`src/rtl/alu_wide_seq_pkg.sv`:
```
// Shared types and constants for the wide-operand ALU sequencer.
// Enumerates the controller states and the add-class ALU select codes.
package alu_wide_seq_pkg;

    localparam int WORD_W = 16;

    typedef enum logic [1:0] {
        IDLE  = 2'd0,
        ISSUE = 2'd1,
        DONE  = 2'd2
    } state_t;

    // Selects for which the ALU produces a meaningful carry chain
    localparam logic [3:0] SEL_ADD_0101 = 4'b0101;
    localparam logic [3:0] SEL_ADD_1000 = 4'b1000;
    localparam logic [3:0] SEL_ADD_1001 = 4'b1001;
    localparam logic [3:0] SEL_ADD_1010 = 4'b1010;
    localparam logic [3:0] SEL_ADD_1100 = 4'b1100;
    localparam logic [3:0] SEL_ADD_1101 = 4'b1101;
    localparam logic [3:0] SEL_ADD_1110 = 4'b1110;

endpackage

```
`src/rtl/alu_wide_seq.sv`:
```
// Issues a WORDS x 16-bit operation to an external 16-bit ALU one word per cycle,
// LSW first, chaining carry. Optional counters enabled by ALU_WIDE_SEQ_STATS_EN.
//
// state | meaning
// IDLE  | ready for a request, ALU ports hold last values
// ISSUE | r_idx 1..WORDS: word r_idx-1 is on the ALU and gets stored
// DONE  | response presented until rsp_ready
module alu_wide_seq
    import alu_wide_seq_pkg::*;
#(
    parameter int WORDS = 2
)
(
    input  logic                    clk,
    input  logic                    rst,
    input  logic                    req_valid,
    output logic                    req_ready,
    input  logic [WORD_W*WORDS-1:0] req_a,
    input  logic [WORD_W*WORDS-1:0] req_b,
    input  logic [3:0]              req_select,
    input  logic                    req_mode,
    input  logic                    req_carry_in,
    output logic [WORD_W-1:0]       alu_a,
    output logic [WORD_W-1:0]       alu_b,
    output logic [3:0]              alu_select,
    output logic                    alu_mode,
    output logic                    alu_carry_in,
    input  logic [WORD_W-1:0]       alu_out,
    input  logic                    alu_carry_out,
    input  logic                    alu_compare,
    output logic                    rsp_valid,
    input  logic                    rsp_ready,
    output logic [WORD_W*WORDS-1:0] rsp_result,
    output logic                    rsp_carry,
    output logic                    rsp_equal
`ifdef ALU_WIDE_SEQ_STATS_EN
   ,output logic [31:0]             stat_ops,
    output logic [31:0]             stat_carries
`endif
);

    localparam int OP_W  = WORD_W * WORDS;
    localparam int IDX_W = $clog2(WORDS + 1);
    localparam logic [IDX_W-1:0] IDX_LAST = IDX_W'(WORDS);

    state_t            r_state;
    logic [IDX_W-1:0]  r_idx;
    logic [OP_W-1:0]   r_a;
    logic [OP_W-1:0]   r_b;
    logic [OP_W-1:0]   r_result;
    logic              r_carry;
    logic              r_eq;
    logic              r_req_ready;
    logic              r_rsp_valid;
    logic              r_rsp_carry;
    logic              r_rsp_equal;
    logic [WORD_W-1:0] r_alu_a;
    logic [WORD_W-1:0] r_alu_b;
    logic [3:0]        r_alu_select;
    logic              r_alu_mode;
    logic              r_alu_carry_in;

    logic w_store;
    logic w_load;
    logic w_chain;

    // Index 0 is the priming cycle: nothing valid on the ALU yet
    assign w_store = (r_idx != '0);
    assign w_load  = (r_idx != IDX_LAST);
    assign w_chain = w_store ? alu_carry_out : r_carry;

    always_ff @(posedge clk) begin
        if (!rst) begin
            r_state        <= IDLE;
            r_idx          <= '0;
            r_a            <= '0;
            r_b            <= '0;
            r_result       <= '0;
            r_carry        <= 1'b0;
            r_eq           <= 1'b0;
            r_req_ready    <= 1'b1;
            r_rsp_valid    <= 1'b0;
            r_rsp_carry    <= 1'b0;
            r_rsp_equal    <= 1'b0;
            r_alu_a        <= '0;
            r_alu_b        <= '0;
            r_alu_select   <= '0;
            r_alu_mode     <= 1'b0;
            r_alu_carry_in <= 1'b0;
        end else begin
            case (r_state)
                IDLE: begin
                    if (req_valid && r_req_ready) begin
                        r_a          <= req_a;
                        r_b          <= req_b;
                        r_alu_select <= req_select;
                        r_alu_mode   <= req_mode;
                        r_carry      <= req_carry_in;
                        r_eq         <= 1'b1;
                        r_idx        <= '0;
                        r_req_ready  <= 1'b0;
                        r_state      <= ISSUE;
                    end
                end
                ISSUE: begin
                    if (w_store) begin
                        r_result <= {alu_out, r_result[OP_W-1:WORD_W]};
                        r_carry  <= alu_carry_out;
                        r_eq     <= r_eq & alu_compare;
                    end
                    if (w_load) begin
                        r_alu_a        <= r_a[WORD_W-1:0];
                        r_alu_b        <= r_b[WORD_W-1:0];
                        r_a            <= r_a >> WORD_W;
                        r_b            <= r_b >> WORD_W;
                        r_alu_carry_in <= ~r_alu_mode & w_chain;
                        r_idx          <= r_idx + 1'b1;
                    end else begin
                        r_rsp_carry <= alu_carry_out;
                        r_rsp_equal <= r_eq & alu_compare;
                        r_rsp_valid <= 1'b1;
                        r_state     <= DONE;
                    end
                end
                DONE: begin
                    if (rsp_ready) begin
                        r_rsp_valid <= 1'b0;
                        r_req_ready <= 1'b1;
                        r_state     <= IDLE;
                    end
                end
                default: begin
                    r_state     <= IDLE;
                    r_req_ready <= 1'b1;
                    r_rsp_valid <= 1'b0;
                end
            endcase
        end
    end

    assign req_ready    = r_req_ready;
    assign rsp_valid    = r_rsp_valid;
    assign rsp_result   = r_result;
    assign rsp_carry    = r_rsp_carry;
    assign rsp_equal    = r_rsp_equal;
    assign alu_a        = r_alu_a;
    assign alu_b        = r_alu_b;
    assign alu_select   = r_alu_select;
    assign alu_mode     = r_alu_mode;
    assign alu_carry_in = r_alu_carry_in;

`ifdef ALU_WIDE_SEQ_STATS_EN
    logic [31:0] r_stat_ops;
    logic [31:0] r_stat_carries;

    always_ff @(posedge clk) begin
        if (!rst) begin
            r_stat_ops     <= '0;
            r_stat_carries <= '0;
        end else if (r_rsp_valid && rsp_ready) begin
            r_stat_ops <= r_stat_ops + 32'd1;
            if (r_rsp_carry)
                r_stat_carries <= r_stat_carries + 32'd1;
        end
    end

    assign stat_ops     = r_stat_ops;
    assign stat_carries = r_stat_carries;
`endif

endmodule

```
`config.mk`:
```
export PLATFORM = sky130hd
export DESIGN_NAME = alu_wide_seq
export DESIGN_NICKNAME = d
export VERILOG_FILES = /design/src/rtl/alu_wide_seq_pkg.sv /design/src/rtl/alu_wide_seq.sv
export SDC_FILE = /design/constraint.sdc
export NUM_CORES = 1
export LEC_CHECK = 0
export ABC_AREA = 0
export CORE_ASPECT_RATIO = 1.75
export CORE_MARGIN = 4
export CORE_UTILIZATION = 42
export CTS_CLUSTER_DIAMETER = 30
export DETAILED_ROUTE_END_ITERATION = 10
export PLACE_DENSITY = 0.76
export SLEW_MARGIN = 10
export SYNTH_ARGS = -nofsm -noshare
export SYNTH_HDL_FRONTEND = slang
export SYNTH_SLANG_ARGS = --single-unit
```
`constraint.sdc`:
```
create_clock -name clk -period 1.8 [get_ports clk]
set_clock_uncertainty 0.15 [all_clocks]
set_input_delay 0.45 -clock clk [delete_from_list [all_inputs] [get_ports clk]]
set_output_delay 0.45 -clock clk [all_outputs]
set_load 0.01 [all_outputs]
```
==> flow_metrics.py, run 1 <==
metrics = {
    "pwr": {
        "ir_drop_v": 0.0007614,
        "p_per_area_nw_per_um2": 1056,
        "p_leak_uw": 0.003250,
    },
    "sta": {
        "relSlewSlack_pct": 65.62,
        "fin_crit_ns": 1.783,
        "fin_crit_sh_pct": 99.03,
        "final-max-slew-violation-count": 0,
        "rsz0062_at_grt": "yes",
        "fmax_ghz": 0.5610,
        "finalSetupViolCount": 0,
        "hold_viol_final": 0,
        "worstMarginPinSlew_ns": 0.5157,
    },
    "final_layout": {
        "final_cell_mix": "dfxtp_1, clkdlybuf4s50_1, dlygate4sd2_1, mux2i_1, nand2_1",
        "finalInstanceArea_um2": 7925,
        "area_growth_pct": 46.86,
        "drive_above_1_share_pct": 10.91,
        "fin_util_pct": 63.40,
        "layout_commonest_cell": "dfxtp_1",
        "diodes": 0,
        "nets": 796,
    },
    "synth": {
        "synth_fp_nets": 628,
        "async_flop_share_pct": 0,
        "ys_seq_area_share_pct": 53.42,
        "ys_types": 31,
        "avgSynthCellArea_um2": 10.11,
        "synth_top_cell_area_share_pct": 53.42,
        "synth_edf_count": 0,
        "netlist_instances": 534,
        "synth_ff_type": "dfxtp_1",
        "synth_area_um2": 5396,
        "ys_seq_elements": 144,
        "yosysWarningCount": 0,
        "ys_top_cells_by_area": "dfxtp_1, mux2i_1, a22o_1, nand2_1, a211oi_1",
        "synth_largest_area_cell": "dfxtp_1",
    },
    "clock_network": {
        "clockRootBuffer": "clkbuf_16",
        "cts_tree": "done",
        "cts_sinks": 144,
        "clk_path_buf_depth": 2,
        "htreeDepth": 4,
        "numCtsBuffers": 17,
        "clk_pin_slew_ns": 0.06,
        "cts-hold-fix-buffers": 0,
        "insertion_delay_ns": 0.41,
    },
    "die": {
        "floorplan.initialDensity_pct": 43.17,
        "core_area_um2": 12500,
        "row_count": 54,
        "die-height_um": 158.0,
        "io_pins": 166,
        "fp.dieArea_um2": 14800,
        "die_w_um": 93.69,
    },
    "critical_path": {
        "r2r-start": "r_idx[0]",
        "max_stage_delay_ns": 0.31,
        "startpoint_type": "register",
        "cp-startpoint": "r_idx[0]",
        "crit_type": "register to register",
        "crit_arrival_ns": 1.93,
        "path_cells": "inv_1, ha_1, nor3b_2, buf_12, mux2i_1, nor2_1",
        "required_ns": 1.95,
        "cp_slowest_cell": "dfxtp_1",
        "worstPathMaxFanout": 33,
        "endpoint_kind": "register",
    },
    "routing": {
        "drt_pass1_iterations": 4,
        "drt_wl_total_um": 13790,
        "via_per_inst": 5.026,
        "antenna_left": 0,
        "num_vias": 4438,
        "drtIter0Drc": 140,
        "drc": 0,
        "post_drt_wl_per_cell_um": 15.62,
    },
    "run": {
        "maxCapViolations": 0,
    },
    "global_routing": {
        "grt_pass1_wl_um": 21730,
        "met3_usage_pct": 4.612,
        "grt.total_usage_pct": 18.84,
        "use_met1_pct": 19.31,
        "top_usage_layer": "met2",
        "antenna_found_initial": 0,
        "overflow": 0,
        "use_met2_pct": 35.75,
        "grt_pass1_vias": 4438,
        "grt_max_degree": 48,
    },
    "placement": {
        "dp_hpwl_um": 10060,
        "place_area_um2": 7302,
        "place_congestion": 0.7988,
        "portBuffers": 165,
    },
    "hold_path": {
        "hp-start": "r_b[10]",
        "min_path_type": "register to register",
    },
    "outcome": {
        "status": "finished, final reports clean",
    },
}
## cell usage after synthesis, drive strengths merged, types with 5 or more instances
library cell	number
nor2	41
inv	5
nor3	33
mux2i	71
a22o	32
clkbuf	10
a211oi	32
nand2	66
a21oi	37
dfxtp	144
buf	38
## cell type report
cell class / instances / area [um^2]
inverter: 5 / 20.02
tap: 168 / 210.2
timing repair buffer: 197 / 1922
multi-input combinational: 337 / 2260
clock buffer: 20 / 446.7
fill: 1037 / 4574
clock inverter: 12 / 182.7
sequential: 144 / 2884
## final timing paths
check                                      end  slack, ns  cells past startpoint
worst max-delay path            rsp_result[27]       0.02                      6
worst min-delay path                 alu_b[10]       0.30                      2
worst max register to register  rsp_result[27]       0.02                      6
worst min register to register       alu_b[10]       0.30                      2
## sequential cells by signal (all words and copies together), names as in the netlist
signal and cells:
alu_carry_in 1, r_idx 2, alu_b 16, r_carry 1, rsp_result 32, r_eq 1, rsp_carry 1, rsp_valid 1
alu_a 16, req_ready 1, r_a 32, alu_select 4, rsp_equal 1, r_b 32, alu_mode 1, r_state 2
## logic make-up (layout without fill, tap and decap cells)
| family | after synthesis | after routing | share of synthesized area (%) |
|---|---|---|---|
| adders and majority gates | 2 | 2 | 0.4636 |
| AOI/OAI and AO/OA | 109 | 109 | 14.51 |
| muxes | 71 | 71 | 13.17 |
| DFF | 144 | 144 | 53.42 |
| and+or+nand+nor | 155 | 155 | 12.47 |
| buffers and inverters | 53 | 234 | 5.959 |
## stage by stage
stage	setup TNS (ns)	std cells	power [uW]	hold WS [ns]	setup WS, ns
final	0	883	8370	0.3011	0.01748
after global routing	-0.7262	883	8721	0.3096	-0.05510
after CTS	0	883	8454	0.3015	0.003699
after detailed placement	-31.09	849	4757	0.2944	-0.4469
after global placement	-24.20	849	4717	0.2868	-0.3484
after floorplan	0	534	4230	0.2826	0.03613
## repair_timing
item	CTS	global route
cloned	1	0
setup buffers	1	0
gates resized for setup	79	7
endpoints found under the setup margin	106	82
pin swaps	0	4
## metal layers
layer / part of all wire (%) / vias up
li1: - / 2217
met1: 38 / 2062
met2: 55 / 139
met3: 5.0 / 20
met4: 2.2 / 0
met5: 0 / -
## critical path: cells and delay by family (launching register included)
kind / cells / cell delay [ns]
AND/OR/NAND/NOR: 2 / 0.33
adder cells (fa/ha/maj): 1 / 0.27
flip-flops: 1 / 0.31
buffers and inverters: 2 / 0.36
multiplexers: 1 / 0.24
## where the power goes
group / total (uW) / internal, uW / leakage, uW / switching [uW]
Clock: 3670 / 2370 / 0.000297 / 1300
Sequential: 3520 / 3400 / 0.00118 / 119
Combinational: 1180 / 628 / 0.00178 / 554
Power figures use the tool's default switching activity.
==> run 2, diff against run 1 <==
TNS_END_PERCENT = 100   (was default)
==> results of run 2 <==
Final layout, timing and power as in run 1 (identical DEF).
==> run 3, diff against run 2 <==
ABC_AREA = default   (was 0)
==> results of run 3 <==
Final layout, timing and power as in run 1 (identical DEF).
